<file path="src/rtl/sprite_line_renderer_pkg.sv">
// Shared types and helpers for the sprite row renderer (state encoding, pixel format,
// ROM address width).
package sprite_pkg;

  typedef enum logic [1:0] {
    IDLE  = 2'd0,
    FETCH = 2'd1,
    DRAIN = 2'd2
  } state_t;

  // Transparency flag position for the default 16-bit pixel format.
  localparam int TRANSP_BIT = 15;

  typedef logic [TRANSP_BIT:0] pixel_t;

  function automatic int addr_width(input int frame_w, input int spr_h, input int spr_w);
    return frame_w + $clog2(spr_h) + $clog2(spr_w);
  endfunction

endpackage

</file>
<file path="src/rtl/sprite_line_renderer_tag_pipe.sv">
// Delay line carrying {valid, pixel index} alongside the ROM read latency, so each
// returning ROM word arrives with its pixel index. A flush kills every in-flight tag.
module sprite_tag_pipe #(
  parameter int DEPTH = 1,
  parameter int IDX_W = 4
) (
  input  logic             clk,
  input  logic             reset_n,
  input  logic             flush,
  input  logic             in_valid,
  input  logic [IDX_W-1:0] in_idx,
  output logic             out_valid,
  output logic [IDX_W-1:0] out_idx
);

  logic [DEPTH-1:0] valid_q;
  logic [IDX_W-1:0] idx_q [DEPTH];

  always_ff @(posedge clk or negedge reset_n) begin
    if (!reset_n) begin
      valid_q <= '0;
    end else if (flush) begin
      valid_q <= '0;
    end else begin
      valid_q[0] <= in_valid;
      for (int k = 1; k < DEPTH; k++) valid_q[k] <= valid_q[k-1];
    end
  end

  // NOTE: only the valid bits are reset; the index payload is meaningless while its
  // valid bit is low, so it is left as plain unreset flops.
  always_ff @(posedge clk) begin
    idx_q[0] <= in_idx;
    for (int k = 1; k < DEPTH; k++) idx_q[k] <= idx_q[k-1];
  end

  assign out_valid = valid_q[DEPTH-1];
  assign out_idx   = idx_q[DEPTH-1];

endmodule

</file>
<file path="src/rtl/sprite_line_renderer.sv">
// Fetches one row of one sprite frame from the sprite ROM and writes its opaque pixels
// to the line buffer. Define SPRITE_CLIP_EN to suppress writes at or beyond LINE_W.
module sprite_line_renderer
  import sprite_pkg::*;
#(
  parameter int SPR_W   = 16,
  parameter int SPR_H   = 16,
  parameter int FRAME_W = 8,
  parameter int PIX_W   = 16,
  parameter int COL_W   = 10,
  parameter int LINE_W  = 640,
  parameter int ROM_LAT = 1,
  localparam int AW     = addr_width(FRAME_W, SPR_H, SPR_W)
) (
  input  logic                     clk,
  input  logic                     reset_n,
  input  logic                     start,
  input  logic [COL_W-1:0]         col_base,
  input  logic [FRAME_W-1:0]       frame_id,
  input  logic [$clog2(SPR_H)-1:0] row_off,
  input  logic                     hflip,
  input  logic                     vflip,
  input  logic                     abort,
  output logic [AW-1:0]            rom_addr,
  input  logic [PIX_W-1:0]         rom_q,
  output logic [COL_W-1:0]         pixel_col,
  output logic [PIX_W-1:0]         pixel_data,
  output logic                     wren,
  output logic                     busy,
  output logic                     done
);

  localparam int ROW_W = $clog2(SPR_H);
  localparam int IDX_W = $clog2(SPR_W);
  localparam int TBIT  = (PIX_W == $bits(pixel_t)) ? TRANSP_BIT : PIX_W - 1;

  state_t           state;
  logic [COL_W-1:0] col_base_r;
  logic [FRAME_W-1:0] frame_r;
  logic [ROW_W-1:0] row_r;
  logic             hflip_r;
  logic [IDX_W-1:0] idx;

  logic             tag_valid;
  logic [IDX_W-1:0] tag_idx;
  logic             abort_hit;
  logic [IDX_W-1:0] col_off;
  logic [COL_W:0]   col_sum;
  logic             in_range;

  assign abort_hit = abort && (state != IDLE);

  sprite_tag_pipe #(
    .DEPTH (ROM_LAT),
    .IDX_W (IDX_W)
  ) u_tag_pipe (
    .clk       (clk),
    .reset_n   (reset_n),
    .flush     (abort_hit),
    .in_valid  (state == FETCH),
    .in_idx    (idx),
    .out_valid (tag_valid),
    .out_idx   (tag_idx)
  );

  // NOTE: every state register is assigned with <= so all flops sample the same
  // pre-edge values; blocking assignments here would create ordering-dependent logic.
  always_ff @(posedge clk or negedge reset_n) begin
    if (!reset_n) begin
      state      <= IDLE;
      busy       <= 1'b0;
      idx        <= '0;
      rom_addr   <= '0;
      col_base_r <= '0;
      frame_r    <= '0;
      row_r      <= '0;
      hflip_r    <= 1'b0;
    end else begin
      case (state)
        IDLE: begin
          if (start) begin
            // Heights are powers of two, so SPR_H-1-row_off is just the bitwise inverse.
            col_base_r <= col_base;
            frame_r    <= frame_id;
            row_r      <= vflip ? ~row_off : row_off;
            hflip_r    <= hflip;
            idx        <= '0;
            rom_addr   <= {frame_id, (vflip ? ~row_off : row_off), {IDX_W{1'b0}}};
            busy       <= 1'b1;
            state      <= FETCH;
          end
        end
        FETCH: begin
          if (abort) begin
            busy  <= 1'b0;
            state <= IDLE;
          end else if (idx == IDX_W'(SPR_W - 1)) begin
            state <= DRAIN;
          end else begin
            idx      <= idx + 1'b1;
            rom_addr <= {frame_r, row_r, idx + 1'b1};
          end
        end
        DRAIN: begin
          // done is registered alongside the last pixel, so busy drops one cycle later.
          if (abort || done) begin
            busy  <= 1'b0;
            state <= IDLE;
          end
        end
        default: begin
          busy  <= 1'b0;
          state <= IDLE;
        end
      endcase
    end
  end

  assign col_off = hflip_r ? ~tag_idx : tag_idx;
  assign col_sum = {1'b0, col_base_r} + (COL_W + 1)'(col_off);

`ifdef SPRITE_CLIP_EN
  assign in_range = (col_sum < (COL_W + 1)'(LINE_W));
`else
  logic unused_carry;
  assign in_range     = 1'b1;
  assign unused_carry = col_sum[COL_W] & (LINE_W != 0);
`endif

  always_ff @(posedge clk or negedge reset_n) begin
    if (!reset_n) begin
      pixel_col  <= '0;
      pixel_data <= '0;
      wren       <= 1'b0;
      done       <= 1'b0;
    end else if (abort_hit) begin
      wren <= 1'b0;
      done <= 1'b0;
    end else begin
      wren <= tag_valid && !rom_q[TBIT] && in_range;
      done <= tag_valid && (tag_idx == IDX_W'(SPR_W - 1));
      if (tag_valid) begin
        pixel_col  <= col_sum[COL_W-1:0];
        pixel_data <= rom_q;
      end
    end
  end

endmodule
</file>
<file path="config.mk">
export PLATFORM = sky130hd
export DESIGN_NAME = sprite_line_renderer
export DESIGN_NICKNAME = d
export VERILOG_FILES = /design/src/rtl/sprite_line_renderer_pkg.sv /design/src/rtl/sprite_line_renderer_tag_pipe.sv /design/src/rtl/sprite_line_renderer.sv
export SDC_FILE = /design/constraint.sdc
export NUM_CORES = 1
export LEC_CHECK = 0
export BUFFER_PORTS_ARGS = -buffer_cell sky130_fd_sc_hd__buf_2
export CORE_UTILIZATION = 36
export DETAILED_ROUTE_END_ITERATION = 12
export PLACE_DENSITY = 0.57
export SLEW_MARGIN = 10
export SYNTH_ARGS = -nofsm -noshare
export SYNTH_HDL_FRONTEND = slang
export SYNTH_SLANG_ARGS = --single-unit
export TNS_END_PERCENT = 10
</file>
<file path="constraint.sdc">
create_clock -name clk -period 3 [get_ports clk]
set_clock_uncertainty 0.1 [all_clocks]
set_input_delay 0 -clock clk [delete_from_list [all_inputs] [get_ports clk]]
set_output_delay 0 -clock clk [all_outputs]
set_load 0.02 [all_outputs]
</file>
After elaboration in Yosys (flattened, before gate mapping):

Memory sizes are Yosys's and may differ from the RTL's.
Cells that the tools add are included.

* memories kept: 1
* output and inout bits: 45
* register bits: 75
* word-level logic and storage cells: 64
* bits in writable memories: 4
* bits of input ports: 44

Memory list
* u_tag_pipe.idx_q: words 1, bits a word 4, rd ports 1, clocked after memory_dff 0, write ports 1, line sprite_line_renderer_tag_pipe.sv:17 `logic [IDX_W-1:0] idx_q [DEPTH];`

* add/subtract/negate cells: 2
* reduce and logical (&&, ||, !) cells: 13
* bitwise operators: 3
* equal/unequal tests: 10
* muxes and demuxes: 22

Operator list (number)
* 16-bit 2-to-1 mux: 3
* 16-bit case mux with 2 select lines: 1
* 4-bit 2-to-1 mux: 5
* 10-bit by 4-bit adder with 10-bit output: 1
* 2-bit inequality test (second input constant): 5
* 4-bit equality test (second input constant): 2
* 2-bit 2-to-1 mux: 4
* 4-bit NOT: 2
* 4-bit case mux with 2 select lines: 1
* 1-bit 2-to-1 mux: 6
* 2-bit case mux with 3 select lines: 1
* 3-bit AND reduction: 2
* 4-bit by 1-bit adder with 4-bit output (second input constant): 1
* 2-bit AND reduction: 2
* 4-bit AND reduction: 1
* 2-bit nonzero test: 2
* 1-bit logical AND: 3
* 3-bit inequality test (second input constant): 1
* 1-bit case mux with 3 select lines: 1
* 2-bit by 1-bit equality test with 1-bit output (second input constant): 1
* 2-bit equality test (second input constant): 1
* 2-bit logical NOT: 1
* 1-bit logical NOT: 1
* 1-bit logical OR: 1
* 1-bit NOT: 1

Depth between registers and ports, before layout:

Gate-level depths: netlist of run 1.

* word-level depth: 4
* depth in mapped cells: 8
* gate-level depth less buffers: 7

Cells and area by module:

From an unflattened synthesis of run 1, not the netlist that was laid out.

* cell total of the unflattened synthesis: 303
* area total of the unflattened synthesis: 3210.6 µm²

By module, submodules not included
* sprite_line_renderer: area each 3091.7 µm², seq. area each 1751.7 µm², cells each 297, instances 1
* sprite_tag_pipe: area each 118.9 µm², seq. area each 105.1 µm², cells each 6, instances 1

Least setup slack after synthesis of run 1:

No wires, ideal clock.

* path kind: reg-to-reg
* start point: register hflip_r
* end point: register pixel_col[9]
* clock period less this slack: 2.023 ns
* required time: 2.818 ns
* slack: 0.977 ns
* cell stages (with the launch flop): 8
* buffers on the path: 1
* data arrival time: 1.841 ns
* cells stage by stage: dfrtp_1 clkbuf_1 xor2_1 ha_1 o21a_1 a21oi_1 or4_1 a31oi_1

* longest elaborated chain between the ends: 2

RTL lines
* start, declared: line sprite_line_renderer.sv:41 `logic hflip_r;`
* start signal, assigned: line sprite_line_renderer.sv:86 `hflip_r <= hflip;`
* 4-bit 2-to-1 mux: line sprite_line_renderer.sv:119 `assign col_off = hflip_r ? ~tag_idx : tag_idx;`
* 10-bit by 4-bit adder with 10-bit output: line sprite_line_renderer.sv:120 `assign col_sum = {1'b0, col_base_r} + (COL_W + 1)'(col_off);`
* end signal, assigned: line sprite_line_renderer.sv:143 `pixel_col <= col_sum[COL_W-1:0];`
* end, declared: line sprite_line_renderer.sv:26 `output logic [COL_W-1:0] pixel_col,`

No other way between the ends.
A chain may end at the register's enable or synchronous reset.

Worst setup path after layout of run 1:

Same ends and word-level chain as after synthesis.

==> metrics.txt, run 1 <==
# TYPE chip_impl_metric gauge
chip_impl_metric{name="total_leakage_power",unit="uW"} 0.00203
chip_impl_metric{name="die-area",unit="sq um"} 9240
chip_impl_info{name="synthMostInstantiatedCell",value="sky130_fd_sc_hd__dfrtp_1"} 1
chip_impl_metric{name="postCtsSetupBuffers",unit=""} 0
chip_impl_info{name="post_synth_most_frequent_cells",value="sky130_fd_sc_hd__dfrtp_1, sky130_fd_sc_hd__mux2_2, sky130_fd_sc_hd__nand2_1"} 1
chip_impl_metric{name="clock_slew_at_reported_path_ffs",unit="ns"} 0.08
chip_impl_info{name="ys.flop_type",value="sky130_fd_sc_hd__dfrtp_1"} 1
chip_impl_metric{name="final-setup-viol-count",unit=""} 0
chip_impl_info{name="setup_repair_after_global_routing_missed_its_margin",value="no"} 1
chip_impl_info{name="ctsRootBufferMaster",value="sky130_fd_sc_hd__clkbuf_8"} 1
chip_impl_metric{name="place_hpwl",unit="mm"} 4.17
chip_impl_metric{name="layout-drive-gt1-share",unit="%"} 36.2
chip_impl_metric{name="worst_pin_slew",unit="ns"} 0.986
chip_impl_metric{name="design.final.nets",unit=""} 446
chip_impl_metric{name="antenna_violating_nets_post_route",unit=""} 0
chip_impl_metric{name="number_of_enable_flip_flop_cells_after_synthesis",unit=""} 0
chip_impl_metric{name="syn-mean-instance-area",unit="sq um"} 12.2
chip_impl_metric{name="portBuffers",unit=""} 88
chip_impl_metric{name="gr-total-overflow",unit=""} 0
chip_impl_metric{name="slew-limit-headroom",unit="%"} 34.3
chip_impl_metric{name="antenna_violations_before_repair",unit=""} 0
chip_impl_metric{name="yosysSeqAreaShare",unit="%"} 58.2
chip_impl_metric{name="die_y",unit="um"} 96.1
chip_impl_metric{name="rows",unit=""} 33
chip_impl_metric{name="synth_area",unit="sq um"} 3190
chip_impl_metric{name="cap_violations",unit=""} 0
chip_impl_metric{name="route.final.wire_length",unit="mm"} 6.28
chip_impl_metric{name="avgRoutedWirePerCell",unit="um"} 12.4
chip_impl_info{name="timing.setup.critical_path_class",value="reg2reg"} 1
chip_impl_metric{name="worst_ep_required_time",unit="ns"} 3.08
chip_impl_metric{name="die_x",unit="um"} 96.1
chip_impl_info{name="clock_tree_from_tritoncts",value="built"} 1
chip_impl_metric{name="antenna-diode-count",unit=""} 0
chip_impl_info{name="worst_setup_path_end_kind",value="register"} 1
chip_impl_info{name="synth.largest_area_cell",value="sky130_fd_sc_hd__dfrtp_1"} 1
chip_impl_metric{name="syn2layout_area_growth",unit="%"} 36.5
chip_impl_metric{name="layout_setup_ws",unit="ns"} 0.854
chip_impl_metric{name="post_synth_inst_count",unit=""} 261
chip_impl_metric{name="drt_iter0_markers",unit=""} 35
chip_impl_metric{name="final-hold-violation-count",unit=""} 0
chip_impl_metric{name="grt_max_degree",unit=""} 72
chip_impl_metric{name="finalCritPeriodShare",unit="%"} 71.5
chip_impl_info{name="class_of_the_worst_hold_path",value="in2reg"} 1
chip_impl_info{name="crit_path_start_kind",value="register"} 1
chip_impl_metric{name="first_pass_grt_wire_length",unit="mm"} 10.2
chip_impl_metric{name="fmax",unit="MHz"} 466
chip_impl_metric{name="final_slew_violations",unit=""} 0
chip_impl_metric{name="power_per_cell_area",unit="nW/um^2"} 1030
chip_impl_info{name="ys_top_cells_by_area",value="sky130_fd_sc_hd__dfrtp_1, sky130_fd_sc_hd__mux2_2, sky130_fd_sc_hd__nand2_1, sky130_fd_sc_hd__o21ai_0, sky130_fd_sc_hd__dfxtp_1"} 1
chip_impl_metric{name="cts.sinks",unit=""} 75
chip_impl_metric{name="numCtsBuffers",unit=""} 9
chip_impl_metric{name="post_synthesis_sequential_element_count",unit=""} 75
chip_impl_metric{name="drt_pre_antenna_iters",unit=""} 4
chip_impl_metric{name="crit_fanout",unit=""} 6
chip_impl_metric{name="hold_slack",unit="ns"} 0.0745
chip_impl_metric{name="grtUsageTotal",unit="%"} 14.8
chip_impl_metric{name="final_period_minus_worst_setup_slack",unit="ns"} 2.15
chip_impl_metric{name="design.portCount",unit=""} 89
chip_impl_metric{name="via_count",unit=""} 2355
chip_impl_metric{name="yosysWarnings",unit=""} 0
chip_impl_metric{name="gp_congestion",unit=""} 0.736
chip_impl_metric{name="via_per_inst",unit=""} 4.65
chip_impl_metric{name="final_util",unit="%"} 52.0
chip_impl_metric{name="place_ws",unit="ns"} 0.861
chip_impl_metric{name="grt_pass1_vias",unit=""} 2248
chip_impl_metric{name="total_power",unit="uW"} 4490
chip_impl_metric{name="netlist.area_leader.share",unit="%"} 55.7
chip_impl_metric{name="postSynth.asyncResetShare",unit="%"} 94.7
chip_impl_metric{name="tns",unit="ns"} 0
chip_impl_metric{name="synthDistinctLibCells",unit=""} 38
chip_impl_metric{name="clockBufferDepth",unit=""} 2
chip_impl_metric{name="design.core.area",unit="sq um"} 8380
chip_impl_metric{name="irDropWorstVdd",unit="V"} 0.000509
chip_impl_metric{name="initial_standard_cell_utilization_of_the_core",unit="%"} 38.1
chip_impl_metric{name="clock_latency",unit="ns"} 0.34
chip_impl_metric{name="htree_levels",unit=""} 3
chip_impl_metric{name="crit_arrival",unit="ns"} 2.23
chip_impl_metric{name="syn-num-nets",unit=""} 311
chip_impl_info{name="result_of_the_run",value="complete, no violations"} 1
chip_impl_metric{name="remaining_drc_errors",unit=""} 0
==> path summary, 6_finish.rpt <==
kind,start,endpoint,slack [ns],depth (start not counted)
worst max-delay path,hflip_r,pixel_col[9],0.85,6
worst min register to register,rom_addr[3],u_tag_pipe.idx_q[0][3],0.36,0
worst min-delay path,vflip,rom_addr[4],0.07,5
min in group asynchronous,reset_n,pixel_col[1],0.23,2
worst max register to register,hflip_r,pixel_col[9],0.85,6
max in group asynchronous,reset_n,col_base_r[6],2.01,2
==> metal layers <==
| metal | up-vias | part of all wire (%) | GRT usage [%] |
|---|---|---|---|
| met4 | 0 | 0.95 | 6.09 |
| met2 | 77 | 47 | 25.2 |
| li1 | 1177 | - | - |
| met3 | 5 | 8.4 | 6.08 |
| met1 | 1096 | 43 | 16.2 |
| met5 | - | 0 | 0 |
==> timing repair <==
item | 4_1_cts | 5_1_grt
gates resized for setup | 0 | 0
hold buffers | 45 | 0
hold endpoints to repair | 124 | 0
==> kinds of logic (layout without fill, tap and decap cells) <==
logic type / after synthesis / in the layout / synth area share, %
fa+ha+maj: 6 / 6 / 2.59
xor+xnor: 15 / 15 / 4.12
compound gates: 48 / 48 / 8.43
mux: 44 / 44 / 15.2
simple gates: 58 / 58 / 8.75
flops: 75 / 75 / 58.2
buf+inv: 15 / 155 / 2.71
==> sequential cells by signal, summed over array words and instances (netlist names), 2 cells and up <==
signal and count:
row_r 4, pixel_col 10, state 2, pixel_data 16, col_base_r 10, u_tag_pipe.idx_q 4
rom_addr 16, frame_r 8
==> where the power goes <==
| part | leakage (uW) | total [uW] | switching (uW) | internal [uW] |
|---|---|---|---|---|
| sequential | 0.000886 | 1760 | 285 | 1470 |
| combinational | 0.00106 | 2000 | 1100 | 899 |
| clock | 0.0000933 | 741 | 357 | 383 |
| total | 0.00203 | 4490 | 1740 | 2750 |
==> area by class of cell <==
cell class              instances  area, sq um
clock buffers                  11          131
inverters                       3         11.3
repair buffers                136          916
flip-flops and latches         75         1860
fillers                       765         4030
clock inverters                 5         56.3
well taps                     105          131
multi-input cells             171         1250
==> per-stage QoR <==
stage / instances / area, sq um
2_1_floorplan: 261 / 3190
3_3_place_gp: 445 / 3720
3_5_place_dp: 445 / 3720
4_1_cts: 506 / 4360
5_1_grt: 506 / 4360
6_report: 506 / 4360
==> critical path, cell delays in order (launching register included) <==
cell	delay, ns
sky130_fd_sc_hd__dfrtp_1	0.45
sky130_fd_sc_hd__xor2_1	0.28
sky130_fd_sc_hd__ha_1	0.29
sky130_fd_sc_hd__a211o_1	0.26
sky130_fd_sc_hd__a21oi_1	0.34
sky130_fd_sc_hd__or4_1	0.19
sky130_fd_sc_hd__a31oi_1	0.08
==> cell usage in the layout (no fill, tap or decap), drive strengths merged <==
cell type | synthesis | final
nand2b | 1 | 1
dfrtp | 71 | 71
inv | 3 | 3
nand4 | 2 | 2
clkbuf | 2 | 11
o21ai | 28 | 28
ha | 5 | 5
nand3 | 5 | 5
dfxtp | 4 | 4
and3 | 1 | 1
or4 | 1 | 1
o22ai | 1 | 1
xnor2 | 8 | 8
a21oi | 10 | 10
nor2b | 1 | 1
o31ai | 1 | 1
o21a | 2 | 2
nor2 | 12 | 12
nor3b | 3 | 3
and2 | 1 | 1
xor2 | 7 | 7
fa | 1 | 1
clkinv | 0 | 3
mux2i | 8 | 8
nand3b | 1 | 1
a211o | 1 | 1
dlygate4sd3 | 0 | 45
or3 | 2 | 2
buf | 10 | 91
a21o | 2 | 2
a31oi | 3 | 3
mux2 | 36 | 36
bufinv | 0 | 1
nand2 | 28 | 28
clkinvlp | 0 | 1
Note: power is estimated with default switching activity, not from simulation.
==> run 2: changes to the inputs <==
==> constraint.sdc (replaced) <==
create_clock -name clk -period 2.2 [get_ports clk]
set_clock_uncertainty 0.1 [all_clocks]
set_input_delay 0 -clock clk [delete_from_list [all_inputs] [get_ports clk]]
set_output_delay 0 -clock clk [all_outputs]
set_load 0.02 [all_outputs]
==> run 2 against run 1 <==
Compared with the run above: design area is 2.3% higher; flip-flop and latch count did not move; sequential share of layout area down 0.96 points; power increased by 45%; critical path depth did not move; first-iteration DRC count grew 83%; final cell count increased by 0.20%; sequential power increased by 36%; routed wire length is 1.1% higher; setup slack got worse by 0.69 ns; critical path type unchanged.
==> metrics.txt, run 2 (same netlist as run 1, synthesis figures left out) <==
# TYPE chip_impl_metric gauge
chip_impl_metric{name="worst_hold_path.num_cells",unit=""} 5
chip_impl_metric{name="final-hold-violation-count",unit=""} 0
chip_impl_metric{name="grt_max_degree",unit=""} 72
chip_impl_metric{name="worst_ep_required_time",unit="ns"} 2.37
chip_impl_metric{name="power_per_cell_area",unit="nW/um^2"} 1470
chip_impl_metric{name="rows",unit=""} 33
chip_impl_metric{name="share_seq_of_total_power",unit="%"} 36.6
chip_impl_metric{name="crit_fanout",unit=""} 6
chip_impl_metric{name="final-setup-viol-count",unit=""} 0
chip_impl_info{name="timing.critical_path.from",value="hflip_r"} 1
chip_impl_metric{name="cap_violations",unit=""} 0
chip_impl_info{name="worst_r2r_startpoint",value="hflip_r"} 1
chip_impl_metric{name="gp_congestion",unit=""} 0.778
chip_impl_metric{name="place_hpwl",unit="mm"} 4.20
chip_impl_metric{name="final_slew_violations",unit=""} 0
chip_impl_metric{name="antenna_violations_before_repair",unit=""} 0
chip_impl_metric{name="fmax",unit="MHz"} 491
chip_impl_metric{name="antenna_violating_nets_post_route",unit=""} 0
chip_impl_metric{name="cts.sinks",unit=""} 75
chip_impl_metric{name="design.core.area",unit="sq um"} 8380
chip_impl_metric{name="p_comb_share",unit="%"} 42.4
chip_impl_metric{name="relative_contribution_of_the_clock_network_to_total_power",unit="%"} 21.1
chip_impl_metric{name="final_period_minus_worst_setup_slack",unit="ns"} 2.04
chip_impl_metric{name="timing.reg2reg.setup_slack",unit="ns"} 0.16
chip_impl_metric{name="grtUsageTotal",unit="%"} 14.9
chip_impl_metric{name="worst_pin_slew",unit="ns"} 0.886
chip_impl_metric{name="via_per_inst",unit=""} 4.70
chip_impl_metric{name="n_fill_cell",unit=""} 792
chip_impl_metric{name="clock_latency",unit="ns"} 0.34
chip_impl_metric{name="finalCritPeriodShare",unit="%"} 92.6
chip_impl_metric{name="die_x",unit="um"} 96.1
chip_impl_metric{name="route.final.wire_length",unit="mm"} 6.35
chip_impl_metric{name="drt_pre_antenna_iters",unit=""} 4
chip_impl_metric{name="avgRoutedWirePerCell",unit="um"} 12.5
chip_impl_metric{name="drt_iter0_markers",unit=""} 64
chip_impl_metric{name="p_int",unit="uW"} 4120
chip_impl_info{name="ctsRootBufferMaster",value="sky130_fd_sc_hd__clkbuf_8"} 1
chip_impl_metric{name="clockBufferDepth",unit=""} 2
chip_impl_metric{name="grt_pass1_vias",unit=""} 2327
chip_impl_info{name="timing.setup.critical_path_class",value="reg2reg"} 1
chip_impl_metric{name="design.portCount",unit=""} 89
chip_impl_metric{name="switching_component_of_the_power",unit="uW"} 2410
chip_impl_info{name="worst_setup_path_end_kind",value="register"} 1
chip_impl_metric{name="total_power",unit="uW"} 6540
chip_impl_info{name="class_of_the_worst_hold_path",value="in2reg"} 1
chip_impl_info{name="clock_tree_from_tritoncts",value="built"} 1
chip_impl_metric{name="layout-drive-gt1-share",unit="%"} 37.1
chip_impl_metric{name="design.final.nets",unit=""} 448
chip_impl_info{name="result_of_the_run",value="complete, no violations"} 1
chip_impl_info{name="holdPathEnd",value="rom_addr[5]"} 1
chip_impl_metric{name="first_pass_grt_wire_length",unit="mm"} 10.3
chip_impl_info{name="worst_hold_startpoint",value="vflip"} 1
chip_impl_metric{name="syn2layout_area_growth",unit="%"} 39.7
chip_impl_metric{name="tns",unit="ns"} 0
chip_impl_metric{name="initial_standard_cell_utilization_of_the_core",unit="%"} 38.1
chip_impl_metric{name="via_count",unit=""} 2381
chip_impl_info{name="setup_repair_after_global_routing_missed_its_margin",value="no"} 1
chip_impl_metric{name="htree_levels",unit=""} 3
chip_impl_metric{name="reg2regPathDepth",unit=""} 6
chip_impl_metric{name="total_leakage_power",unit="uW"} 0.00208
chip_impl_metric{name="antenna-diode-count",unit=""} 0
chip_impl_info{name="most-common-layout-cells",value="sky130_fd_sc_hd__buf_2, sky130_fd_sc_hd__dfrtp_1, sky130_fd_sc_hd__dlygate4sd3_1, sky130_fd_sc_hd__mux2_2, sky130_fd_sc_hd__nand2_1"} 1
chip_impl_metric{name="die-area",unit="sq um"} 9240
chip_impl_metric{name="remaining_drc_errors",unit=""} 0
chip_impl_info{name="crit_path_start_kind",value="register"} 1
chip_impl_metric{name="die_y",unit="um"} 96.1
chip_impl_metric{name="postCtsSetupBuffers",unit=""} 0
chip_impl_info{name="r2r_end",value="pixel_col[9]"} 1
chip_impl_metric{name="portBuffers",unit=""} 88
chip_impl_metric{name="irDropWorstVdd",unit="V"} 0.000680
chip_impl_metric{name="gr-total-overflow",unit=""} 0
chip_impl_info{name="biggestRegsByFlops",value="pixel_data x16, rom_addr x16"} 1
chip_impl_metric{name="crit_arrival",unit="ns"} 2.20
chip_impl_metric{name="power_switching_share",unit="%"} 36.9
chip_impl_metric{name="clock_slew_at_reported_path_ffs",unit="ns"} 0.08
chip_impl_metric{name="slew-limit-headroom",unit="%"} 40.9
chip_impl_metric{name="numCtsBuffers",unit=""} 9
chip_impl_info{name="layout.cells.most_common",value="sky130_fd_sc_hd__buf_2"} 1
[run 2: cell count changes in the layout (fill, tap and decap cells not counted)]
cell,previous run,this run
sky130_fd_sc_hd__a21oi_4,0,1
sky130_fd_sc_hd__clkbuf_1,2,0
sky130_fd_sc_hd__clkinvlp_4,1,0
sky130_fd_sc_hd__a21oi_1,9,8
sky130_fd_sc_hd__clkinv_2,2,0
sky130_fd_sc_hd__bufinv_16,1,4
sky130_fd_sc_hd__inv_6,0,1
sky130_fd_sc_hd__buf_4,4,6
[run 2: worst max path at each step]
stage,endpoint,slack (ns),depth (start not counted)
floorplan,pixel_col[9],0.18,7
global placement,pixel_col[7],0.15,6
detailed placement,pixel_col[7],0.08,6
CTS,rom_addr[7],0.02,4
global route,pixel_col[9],0.03,6
finish,pixel_col[9],0.16,6
[run 2: layer usage]
| metal | global-route usage (%) | up-vias | routed length (um) |
|---|---|---|---|
| li1 | - | 1180 | - |
| met1 | 16.0 | 1122 | 2770 |
| met2 | 26.1 | 75 | 3020 |
| met3 | 6.95 | 4 | 523 |
| met4 | 4.10 | 0 | 36 |
| met5 | 0 | - | 0 |
[run 2: metrics by stage]
| step | worst slack, ns | hold WS [ns] | utilization [%] | area (sq um) | std cells |
|---|---|---|---|---|---|
| 6_report | 0.164 | 0.0805 | 53.2 | 4460 | 507 |
| 2_1_floorplan | 0.177 | -0.396 | - | 3190 | 261 |
| 4_1_cts | 0.0154 | 0.0552 | 53.0 | 4450 | 507 |
| 3_5_place_dp | 0.0766 | 0.0759 | 44.5 | 3730 | 447 |
| 5_1_grt | 0.0296 | 0.0958 | 53.2 | 4460 | 507 |
| 3_3_place_gp | 0.148 | 0.0699 | 44.5 | 3730 | 447 |
[run 2: power groups by stage]
stage / logic [uW] / registers (uW) / clock network [uW]
2_1_floorplan: 1550 / 2810 / 0
3_3_place_gp: 2660 / 2410 / 0
3_5_place_dp: 2720 / 2420 / 0
4_1_cts: 2800 / 2400 / 1430
5_1_grt: 3080 / 2500 / 1480
6_report: 2770 / 2390 / 1380
[run 2: area by class of cell]
| type | instances | area [sq um] | share of cell area, % |
|---|---|---|---|
| sequential | 75 | 1860 | 41.7 |
| timing repair buffer | 138 | 931 | 20.9 |
| tap | 105 | 131 | 2.95 |
| inverter | 3 | 11.3 | 0.253 |
| multi-input combinational | 171 | 1260 | 28.4 |
| clock inverter | 6 | 138 | 3.09 |
| clock buffer | 9 | 124 | 2.78 |
[run 2: worst max-delay path, cell delays in order (launching register included)]
cell and delay [ns]:
sky130_fd_sc_hd__dfrtp_1 0.45, sky130_fd_sc_hd__xor2_1 0.19, sky130_fd_sc_hd__ha_1 0.35, sky130_fd_sc_hd__o21a_1 0.16, sky130_fd_sc_hd__a21oi_2 0.09, sky130_fd_sc_hd__or4_1 0.47, sky130_fd_sc_hd__a31oi_1 0.16
[run 2: what timing repair did]
| item | CTS | global route |
|---|---|---|
| endpoints found under the setup margin | 0 | 10 |
| hold buffers | 45 | 0 |
| resized for setup | 0 | 2 |
| endpoints found under the hold margin | 124 | 0 |
